$ cat src/rtl/instruction_fetch.sv
// Instruction fetch unit: single-outstanding memory request, small fetched-instruction queue, redirect and discard handling.
// Optional feature: define IFETCH_EBREAK_HALT_EN to stop fetching after an EBREAK word is fetched.
module instruction_fetch #(
    parameter logic [31:0] RESET_PC    = 32'h0000_0000,
    parameter int          QUEUE_DEPTH = 2
) (
    input  logic        clk,
    input  logic        rst_n,
    output logic        imem_req,
    output logic [31:0] imem_addr,
    input  logic        imem_ack,
    input  logic [31:0] imem_rdata,
    input  logic        redirect_valid,
    input  logic [31:0] redirect_pc,
    output logic        inst_valid,
    input  logic        inst_ready,
    output logic [31:0] inst_word,
    output logic [31:0] inst_pc,
    output logic        halted
);

    localparam int PW = $clog2(QUEUE_DEPTH);
    localparam int CW = PW + 1;
    localparam logic [CW-1:0] DEPTH_C = CW'(QUEUE_DEPTH);
`ifdef IFETCH_EBREAK_HALT_EN
    localparam logic [31:0] EBREAK = 32'h0010_0073;
`endif

    typedef enum logic [1:0] {
        FETCH  = 2'd0,
        WAIT   = 2'd1
`ifdef IFETCH_EBREAK_HALT_EN
        ,
        HALTED = 2'd2
`endif
    } state_t;

    state_t        state;
    logic [31:0]   pc;
    logic [31:0]   target;
    logic          discard;
    logic          req_q;
    logic [PW-1:0] wr_ptr;
    logic [PW-1:0] rd_ptr;
    logic [CW-1:0] count;
    logic [CW-1:0] count_next;
    logic [31:0]   q_word [QUEUE_DEPTH];
    logic [31:0]   q_pc   [QUEUE_DEPTH];

    logic        ack;
    logic        enq;
    logic        deq;
    logic        room_next;
    logic [31:0] redirect_target;
    logic        unused_low_bits;

    assign ack             = req_q & imem_ack;
    assign enq             = ack & ~discard & ~redirect_valid;
    assign deq             = inst_valid & inst_ready & ~redirect_valid;
    assign redirect_target = {redirect_pc[31:2], 2'b00};
    assign unused_low_bits = ^redirect_pc[1:0];

    always_comb begin
        count_next = count;
        if (redirect_valid)
            count_next = '0;
        else if (enq && !deq)
            count_next = count + CW'(1);
        else if (deq && !enq)
            count_next = count - CW'(1);
    end

    assign room_next = (count_next < DEPTH_C);

    // imem_req is registered: it is decided one edge ahead from the next queue occupancy.
    always_ff @(posedge clk or negedge rst_n) begin
        if (!rst_n) begin
            state   <= FETCH;
            pc      <= RESET_PC;
            target  <= RESET_PC;
            discard <= 1'b0;
            req_q   <= 1'b0;
            wr_ptr  <= '0;
            rd_ptr  <= '0;
            count   <= '0;
        end else begin
            count <= count_next;
            if (redirect_valid) begin
                wr_ptr <= '0;
                rd_ptr <= '0;
            end else begin
                if (enq)
                    wr_ptr <= wr_ptr + PW'(1);
                if (deq)
                    rd_ptr <= rd_ptr + PW'(1);
            end

            if (redirect_valid) begin
                if (req_q && !imem_ack) begin
                    // Request must stay on the bus until acked; its response gets dropped.
                    state   <= WAIT;
                    req_q   <= 1'b1;
                    discard <= 1'b1;
                    target  <= redirect_target;
                end else begin
                    state   <= FETCH;
                    pc      <= redirect_target;
                    discard <= 1'b0;
                    req_q   <= 1'b1;
                end
            end else if (ack) begin
                if (discard) begin
                    pc      <= target;
                    discard <= 1'b0;
                    state   <= FETCH;
                    req_q   <= room_next;
                end else begin
                    pc <= pc + 32'd4;
`ifdef IFETCH_EBREAK_HALT_EN
                    if (imem_rdata == EBREAK) begin
                        state <= HALTED;
                        req_q <= 1'b0;
                    end else begin
                        state <= FETCH;
                        req_q <= room_next;
                    end
`else
                    state <= FETCH;
                    req_q <= room_next;
`endif
                end
            end else if (req_q) begin
                state <= WAIT;
                req_q <= 1'b1;
            end else if (state == FETCH) begin
                req_q <= room_next;
            end
        end
    end

    always_ff @(posedge clk) begin
        if (enq) begin
            q_word[wr_ptr] <= imem_rdata;
            q_pc[wr_ptr]   <= pc;
        end
    end

    assign imem_req   = req_q;
    assign imem_addr  = pc;
    assign inst_valid = (count != '0);
    assign inst_word  = q_word[rd_ptr];
    assign inst_pc    = q_pc[rd_ptr];

`ifdef IFETCH_EBREAK_HALT_EN
    assign halted = (state == HALTED);
`else
    assign halted = 1'b0;
`endif

endmodule

$ cat config.mk
export PLATFORM = sky130hd
export DESIGN_NAME = instruction_fetch
export DESIGN_NICKNAME = d
export VERILOG_FILES = /design/src/rtl/instruction_fetch.sv
export SDC_FILE = /design/constraint.sdc
export NUM_CORES = 1
export LEC_CHECK = 0
export CAP_MARGIN = 5
export CORE_ASPECT_RATIO = 1.1
export CORE_MARGIN = 2
export CORE_UTILIZATION = 45
export DETAILED_ROUTE_END_ITERATION = 8
export PLACE_DENSITY = 0.79
export SETUP_SLACK_MARGIN = 0.05
export SKIP_LAST_GASP = 1
export SYNTH_ARGS = -nofsm -noshare
export SYNTH_HDL_FRONTEND = slang
export SYNTH_SLANG_ARGS = --single-unit
export TNS_END_PERCENT = 50
$ cat constraint.sdc
create_clock -name clk -period 13.12 [get_ports clk]
set_clock_uncertainty 0.2 [all_clocks]
set_input_delay 2.624 -clock clk [delete_from_list [all_inputs] [get_ports clk]]
set_output_delay 2.624 -clock clk [all_outputs]
set_load 0.02 [all_outputs]
==> run metrics <==
status=completed; Max FO, Critical Path=33; Worst Setup Start Kind=flip-flop; Post-CTS Hold Fix Bufs=0; CTS sink cnt=191; DRC viols=0; Vias=5273; total CTS buffers=17; CTS root buffer=clkbuf_16; top cells by area, synth=edfxtp_1 (46%), dfrtp_1 (21%), mux2_2 (12%); synth warn=0; RSZ-0062 raised after global routing=false; antenna viol nets, final=0; largest net degree at the start of global routing=between 60 and 70; Port Buffer Count=160; Setup crit end kind=primary output; WP data required=10300 ps; post-synthesis cell count=566; combinational share of power=between 30% and 40%; Rel. slew slack=between 30% and 40%; die area=between 15000 and 20000 µm²; row cnt=roughly 50; cell area after synthesis=between 8000 and 9000 µm²; Seq/Total Area, Yosys=about 66%; period utilization=42.6%; CTS-repair resized insts=0; Synth area leader=edfxtp_1; I/O pins=approximately 170; syn avg cell area=between 10 and 15 µm²; DRT Wirelength=around 18000 µm; sequential power share=42.9%; Clock Path Buffers=2; Setup violations, final=0; WL met2=roughly 9000 µm; Leakage=between 0.003 and 0.004 µW; met1 wire length=~7700 µm; Multi-input gate area=2580 µm²; FF-to-FF End=q_pc[1][27]; Register Area=approximately 5400 µm²; final hold violation count=0; TritonCTS clock tree=done; core region area=17700 µm²; HP Start=target[21]; Remaining Overflow, GRT=0; DR top layer=met4; pwr dens=slightly below 200 nW/µm²; Hold Crit Class=reg -> reg; FMAX=between 150 and 200 MHz; Post-CTS Setup Inserts=0; ANT cells=0; Setup TNS Final=0 ps; WL/cell=18.5 µm; chip width=~130 µm; CP arrival=~2800 ps; Vias/cell=roughly 5.4; FF-to-FF Start=imem_req; peak supply drop=about 0.12 mV; min Tclk post-route=between 5000 and 6000 ps; Switching Power=675 µW; gpl congestion=~0.78; die height=around 150 µm; Area Overhead vs Synth=29.8%; clock slew seen by the registers of the worst setup and hold paths=70 ps; # fillers=about 1.4k; Worst Reg-to-Reg Cells=4; Sw Share=between 30% and 40%; vias in the first global route=about 5.5k; H-tree depth=4; Detailed Route Iter0 Violations=around 380; share of cells above drive strength 1=a little under a fifth; met3 wire length=between 1000 and 1500 µm; P_int=roughly 1400 µW; DP HPWL=between 10000 and 15000 µm; R2R setup slack=around 10000 ps; Hold Path Depth=2; Hold Path Sink=target[21]; Max-Cap Viols=0; Skew-Pair Late Insertion Delay=420 ps; max-slew violation count=0; first-pass GRT wire length=28700 µm; Starting Density=between 40% and 50%; drt pass-1 iters=5; Seq cells post-synth=191; antenna violations before repair=1; clock power share=25.5%; GRT Total Usage=19.1%; Finished Core Util=around three fifths; Post-synth EDFFs=between 100 and 150; Worst Max-Slew Pin Slew=a little under 1000 ps; Yosys top cell area share=45.7%; kind of critical path=reg -> out; Yosys cell types=52; final-stage net count=791; ys async rst share=35.1%; Main synth FF type=edfxtp_1
==> state kept, by name (all words and copies together), names as in the netlist, 2 cells and up <==
register,cells
q_word,64
count,2
q_pc,60
target,30
imem_addr,30
==> power by group through the flow <==
stage                     sequential, µW  combinational, µW  clock (µW)
after floorplan                      908                364           0
after global placement               901                647           0
after detailed placement             912                664           0
after CTS                            900                667         547
after global routing                 917                707         570
final                                900                661         535
==> area by class of cell <==
type | instances | share of cell area (%)
multi-input combinational | 333 | 24.4
inverter | 11 | 0.390
clock buffer | 17 | 4.02
timing repair buffer | 166 | 15.5
clock inverter | 15 | 1.80
sequential | 191 | 51.1
tap | 238 | 2.82
==> layer usage <==
metal,global-route usage (%),vias up
met5,0,-
met4,7.26,0
met3,5.17,16
met2,31.7,174
met1,23.9,2655
li1,-,2428
==> synth_stat cells, types with 3 or more instances <==
library cell and instances:
nor2_1 30, and3_1 13, nor3_1 3, buf_1 3, xor2_1 17, clkbuf_1 26, buf_4 5, xnor2_1 9
nand3_1 12, o21ai_0 26, a211oi_1 4, nand2_1 23, nand2b_1 3, dfrtp_1 67, mux2_2 89, edfxtp_1 124
a221o_1 3, nor2b_1 4, a221oi_1 6, mux2i_1 10, a21o_1 4, nand4_1 8, a22o_1 3, a21oi_1 23
o22ai_1 6, a22oi_1 3, inv_1 11
==> metrics by stage <==
stage / power, µW / hold slack [ps] / cells / area [µm²] / setup slack, ps
6_report: 2100 / 291 / 971 / 10600 / 7530
5_1_grt: 2190 / 320 / 971 / 10600 / 7300
4_1_cts: 2110 / 292 / 971 / 10600 / 7420
3_5_place_dp: 1580 / 277 / 939 / 9960 / 7420
3_3_place_gp: 1550 / 264 / 939 / 9960 / 7480
2_1_floorplan: 1270 / 250 / 570 / 8160 / 6510
==> worst max-delay path: stages, from the launching register on <==
cell and delay, ps:
dfrtp_2 850, buf_4 540, mux2_2 390, clkdlybuf4s50_1 560
==> worst max-delay path by stage <==
stage | startpoint | slack, ps | endpoint
3_3_place_gp | redirect_valid | 7480 | q_pc[1][27]
3_5_place_dp | redirect_valid | 7420 | q_pc[1][8]
2_1_floorplan | redirect_valid | 6510 | q_pc[0][10]
6_report | rd_ptr | 7530 | inst_pc[31]
4_1_cts | rd_ptr | 7420 | inst_word[23]
5_1_grt | rd_ptr | 7300 | inst_pc[31]
==> kinds of logic after synthesis <==
| logic type | count (synthesis) | synth area share, % |
|---|---|---|
| AND/OR/NAND/NOR | 110 | 7.34 |
| buffers and inverters | 46 | 2.36 |
| XOR/XNOR | 26 | 2.79 |
| adder cells (fa/ha/maj) | 2 | 0.307 |
| AO/OA/AOI/OAI | 91 | 7.34 |
| multiplexers | 99 | 13.5 |
| other | 1 | 0.0460 |
| flip-flops | 191 | 66.3 |
==> layout by cell type (no fill, tap or decap), drive strengths merged, types with 4 or more instances in the layout <==
cell	instances
clkbuf	17
mux2	89
a221oi	6
dfrtp	67
conb	5
a21o	6
xnor2	9
nand3	14
a21oi	23
o21ai	27
inv	14
xor2	17
clkinv	4
nor2b	4
nand4	8
o22ai	6
bufinv	4
clkinvlp	4
and3	13
nor2	30
nand2	23
edfxtp	124
clkdlybuf4s50	158
a211oi	4
nor3	5
buf	8
mux2i	10
Note: power is estimated with default switching activity, not from simulation.
==> patch 1: new RTL, same flow settings <==
Change the parameter `QUEUE_DEPTH` from 2 to 4.
--- a/src/rtl/instruction_fetch.sv
+++ b/src/rtl/instruction_fetch.sv
@@ -4,3 +4,3 @@
     parameter logic [31:0] RESET_PC    = 32'h0000_0000,
-    parameter int          QUEUE_DEPTH = 2
+    parameter int          QUEUE_DEPTH = 4
 ) (
Behaviour: not the same (Yosys sat finds a counterexample within 4 cycles, from zero or initial values and one cycle with rst_n low).
==> patch 1 against the original RTL <==
Worst hold slack improved by 0.0098 ns; critical endpoint is now inst_pc[17]; synthesized area increased by 59%; routed wire length increased by 51%; highest routed layer unchanged; sequential cell count increased by 127; largest cell class unchanged; final area increased by 51%; setup slack got worse by 0.51 ns; via count increased by 40%; total power increased by 51%.
==> patch 1: results (changes against the original RTL) <==
* Status: finished clean
* Largest registers: q_word (128), q_pc (120)
* Mux contribution to synthesized area at 13.8% (+0.23 points)
* Register area share after synthesis at 71.0% (+4.7 points)
* TritonCTS Buffers at 31 (+14)
* Hold_ws at 0.301 ns (+0.00979 ns)
* Leakage at 5.39 nW (+40%)
* CP startpoint: rd_ptr[0]$_DFFE_PN0P_
* Worst-Skew Late Latency at 0.55 ns (+0.13 ns)
* Reg2reg setup slack at 10.44 ns (+0.12 ns)
* Avg Cell Area, Syn at 17.4 um^2 (+21%)
* First-pass GRT wire length at 42400 um (+48%)
* Min Tclk post-route at 6.10 ns (+0.506 ns)
* # placed instances at 1239 (+32%)
* Synth area leaders: edfxtp_1, dfrtp_1, mux4_2, mux2_2, o21ai_0
* Worst r2r dst: q_word[3][10]$_DFFE_PP_
* Vias/cell at 5.70 (+4.9%)
* Post-DP Area at 14900 um^2 (+50%)
* P_clk at 0.887 mW (+66%)
* Dpl ws at 7.48 ns (+0.0568 ns)
* Post-synthesis compound-gate area fraction at 5.68% (-1.7 points)
* Post-layout util at 55.9% (-3.7 points)
* Hold Crit Start: target[30]$_DFFE_PN0P_
* Vias in the first global route at 7486 (+37%)
* Most frequent cells after synthesis: edfxtp_1, dfrtp_1, mux4_2, nand2_1, nor2_1
* H-tree depth at 1 (-3)
* Netlist cell types at 61 (+17%)
* DR WL/cell at 20.9 um (+13%)
* DRT Wirelength at 27200 um (+51%)
* Asr flop ratio synth at 22.0% (-13 points)
* Maximum clock path buffer count at 3 (+1)
* Critical Path End: inst_pc[17]
* Hpwl dp at 16100 um (+38%)
* Sw frac at 30.3% (-1.8 points)
* Post-synthesis xor/xnor area fraction at 1.08% (-1.7 points)
[patch 1: changes by cell type after synthesis, moves of 8 or more]
| cell | unedited run | this run |
|---|---|---|
| buf_2 | 1 | 9 |
| edfxtp_1 | 124 | 248 |
| mux2_2 | 89 | 30 |
| mux4_2 | 0 | 62 |
| nand2_1 | 23 | 37 |
| o31ai_1 | 0 | 9 |
[patch 1: critical path: cells and delay by family (launching register included)]
family | cells | cell delay [ns]
buffers and inverters | 2 | 1.22
multiplexers | 1 | 0.60
flip-flops | 1 | 0.86
[patch 1: per-layer routing]
metal / GRT usage [%] / wire (um) / vias up
met1: 24.1 / 11100 / 3783
li1: - / - / 3285
met2: 30.2 / 13500 / 277
met5: 0 / 0 / -
met3: 3.25 / 1890 / 46
met4: 4.94 / 591 / 0
[patch 1: layout make-up]
class,count,share of cell area [%]
diodes,1,0.0157
clock buffers,38,5.09
clock inverters,19,1.36
inverters,8,0.188
multi-input cells,376,22.3
flip-flops and latches,318,57.7
well taps,368,2.89
repair buffers,169,10.4
==> patch 2: new RTL, same settings <==
Made on the original files. Reset style: synchronous (`rst_n`), changed in one clocked block.
--- a/src/rtl/instruction_fetch.sv
+++ b/src/rtl/instruction_fetch.sv
@@ -75,3 +75,3 @@
     // imem_req is registered: it is decided one edge ahead from the next queue occupancy.
-    always_ff @(posedge clk or negedge rst_n) begin
+    always_ff @(posedge clk) begin
         if (!rst_n) begin
Check against the original RTL: differs if rst_n is asserted again (counterexample within 4 cycles, from zero or initial values and one cycle with rst_n low); with rst_n held inactive, the same outputs for 4 cycles.
==> patch 2 against the original RTL <==
Sequential share of layout area decreased by 3.2 points; first-iteration DRC count increased by 15%; worst hold slack got worse by 0.038 ns; non-clock buffer count increased by 1; sequential cell count increased by 1; register-to-register slack got worse by 0.05 ns; synthesized area increased by 1.7%; final area increased by 0.56%; routed wire length increased by 3.4%; maximum frequency increased by 2.8%; critical path depth increased by 3; setup slack improved by 0.15 ns; critical endpoint is now imem_addr[31]$_SDFFE_PN0P_; highest routed layer unchanged.
Power is not compared: it rests on default switching activity, and its combinational part moved more than twofold at a synthesized area within 25%.
==> patch 2: results (changes against the original RTL) <==
* Worst path slowest cell: a2111oi_0
* DRT Wirelength at 18600 um (+3.4%)
* Final GP Congestion at 0.815 (+4.5%)
* Most frequent cells after synthesis: edfxtp_1, nand2_1, dfxtp_1, mux2_2, a21oi_1
* Antenna fix cells at 0 (unchanged)
* Avg Cell Area, Syn at 12.0 um^2 (-17%)
* Post-DP Area at 10100 um^2 (+1.1%)
* GRT Total Usage at 18.9% (-0.20 points)
* Worst-case reg-to-reg path depth at 4 (unchanged)
* Asr flop ratio synth at 0% (-35 points)
* Worst Path Arrival at 5.60 ns (+2.83 ns)
* Synth area leaders: edfxtp_1, dfxtp_1, mux2_2, nand2_1, a21oi_1
* Netlist cell types at 54 (+3.8%)
* CTS root buf: clkbuf_16
* Antenna violations before repair at 0 (-1)
* Vias/cell at 5.52 (+1.6%)
* Layout Nets at 908 (+15%)
* # placed instances at 1059 (+13%)
* Status: finished clean
* Pin slew with the least headroom to its limit at 1.26 ns (+0.294 ns)
* Proportion of layout cells with a drive suffix above 1 at 14.8% (-4.3 points)
* Register area share after synthesis at 61.3% (-4.9 points)
* Fill count at 1478 (+7.4%)
* EDFF count, synth at 124 (unchanged)
* Hpwl dp at 12200 um (+4.4%)
* Crit path max fanout at 53 (+61%)
* Max incr delay on CP at 1.03 ns (+0.18 ns)
* Starting DRC count in detailed routing at 434 (+15%)
* Vias in the first global route at 5606 (+2.7%)
* First-pass GRT wire length at 29300 um (+2.0%)
* DR WL/cell at 17.1 um (-7.9%)
## patch 2: cell types whose count changed after synthesis, sizes merged, moves of 12 or more
cell     delta
and3       -13
mux2       -26
nand2      +64
a21oi      +13
dfxtp      +68
xor2       -16
a2111oi    +12
dfrtp      -67
## patch 2: worst paths after layout
| kind | startpoint | endpoint | slack, ns |
|---|---|---|---|
| setup / recovery | redirect_valid | imem_addr[31]$_SDFFE_PN0P_ | 7.68 |
| hold / removal | target[11]$_SDFFE_PN0P_ | target[11]$_SDFFE_PN0P_ | 0.25 |
| setup reg to reg | imem_req$_SDFF_PN0_ | imem_addr[31]$_SDFFE_PN0P_ | 10.27 |
| hold reg to reg | target[11]$_SDFFE_PN0P_ | target[11]$_SDFFE_PN0P_ | 0.25 |
## patch 2: final cells by class
cell class,count,area share (%)
sequential,192,47.8
multi-input combinational,435,27.7
timing repair buffer,167,15.6
clock buffer,17,4.00
tap,243,2.86
clock inverter,14,1.31
inverter,22,0.776
## patch 2: routing by layer
| metal | vias up | track usage [%] | wire, um |
|---|---|---|---|
| li1 | 2887 | - | - |
| met1 | 2901 | 25.3 | 8300 |
| met2 | 205 | 30.2 | 8880 |
| met3 | 19 | 4.41 | 1120 |
| met4 | 0 | 6.65 | 306 |
| met5 | - | 0 | 0 |
## patch 2: power groups by stage
stage                     clock network (mW)  registers, mW  logic [mW]
after floorplan                            0          0.707      0.0641
after global placement                     0          0.704       0.136
after detailed placement                   0          0.706       0.138
after CTS                              0.512          0.693       0.138
after global routing                   0.537          0.696       0.148
final                                  0.502          0.693       0.138
## patch 2: metrics by stage
step / setup slack, ns / hold WS (ns) / utilization, %
after floorplan: 6.34 / 0.232 / -
after global placement: 7.38 / 0.237 / 55.3
after detailed placement: 7.36 / 0.244 / 55.3
after CTS: 7.80 / 0.254 / 58.4
after global routing: 7.44 / 0.264 / 58.4
final: 7.68 / 0.253 / 58.4
## patch 2: kinds of logic (layout without fill, tap and decap cells)
logic type | Yosys count | count (layout) | share of synthesized area [%]
adders and majority gates | 4 | 4 | 0.604
buffers and inverters | 67 | 220 | 3.43
DFF | 192 | 192 | 61.3
xor gates and xnor gates | 3 | 3 | 0.317
and+or+nand+nor | 217 | 217 | 13.9
AOI/OAI and AO/OA | 140 | 140 | 11.5
muxes | 66 | 66 | 8.92
other | 1 | 5 | 0.0452
## patch 2: critical path: cells and delay by family
| kind | cells | cell delay [ns] |
|---|---|---|
| compound gates | 1 | 1.03 |
| buf+inv | 2 | 0.86 |
| mux | 1 | 0.48 |
| simple gates | 2 | 0.59 |
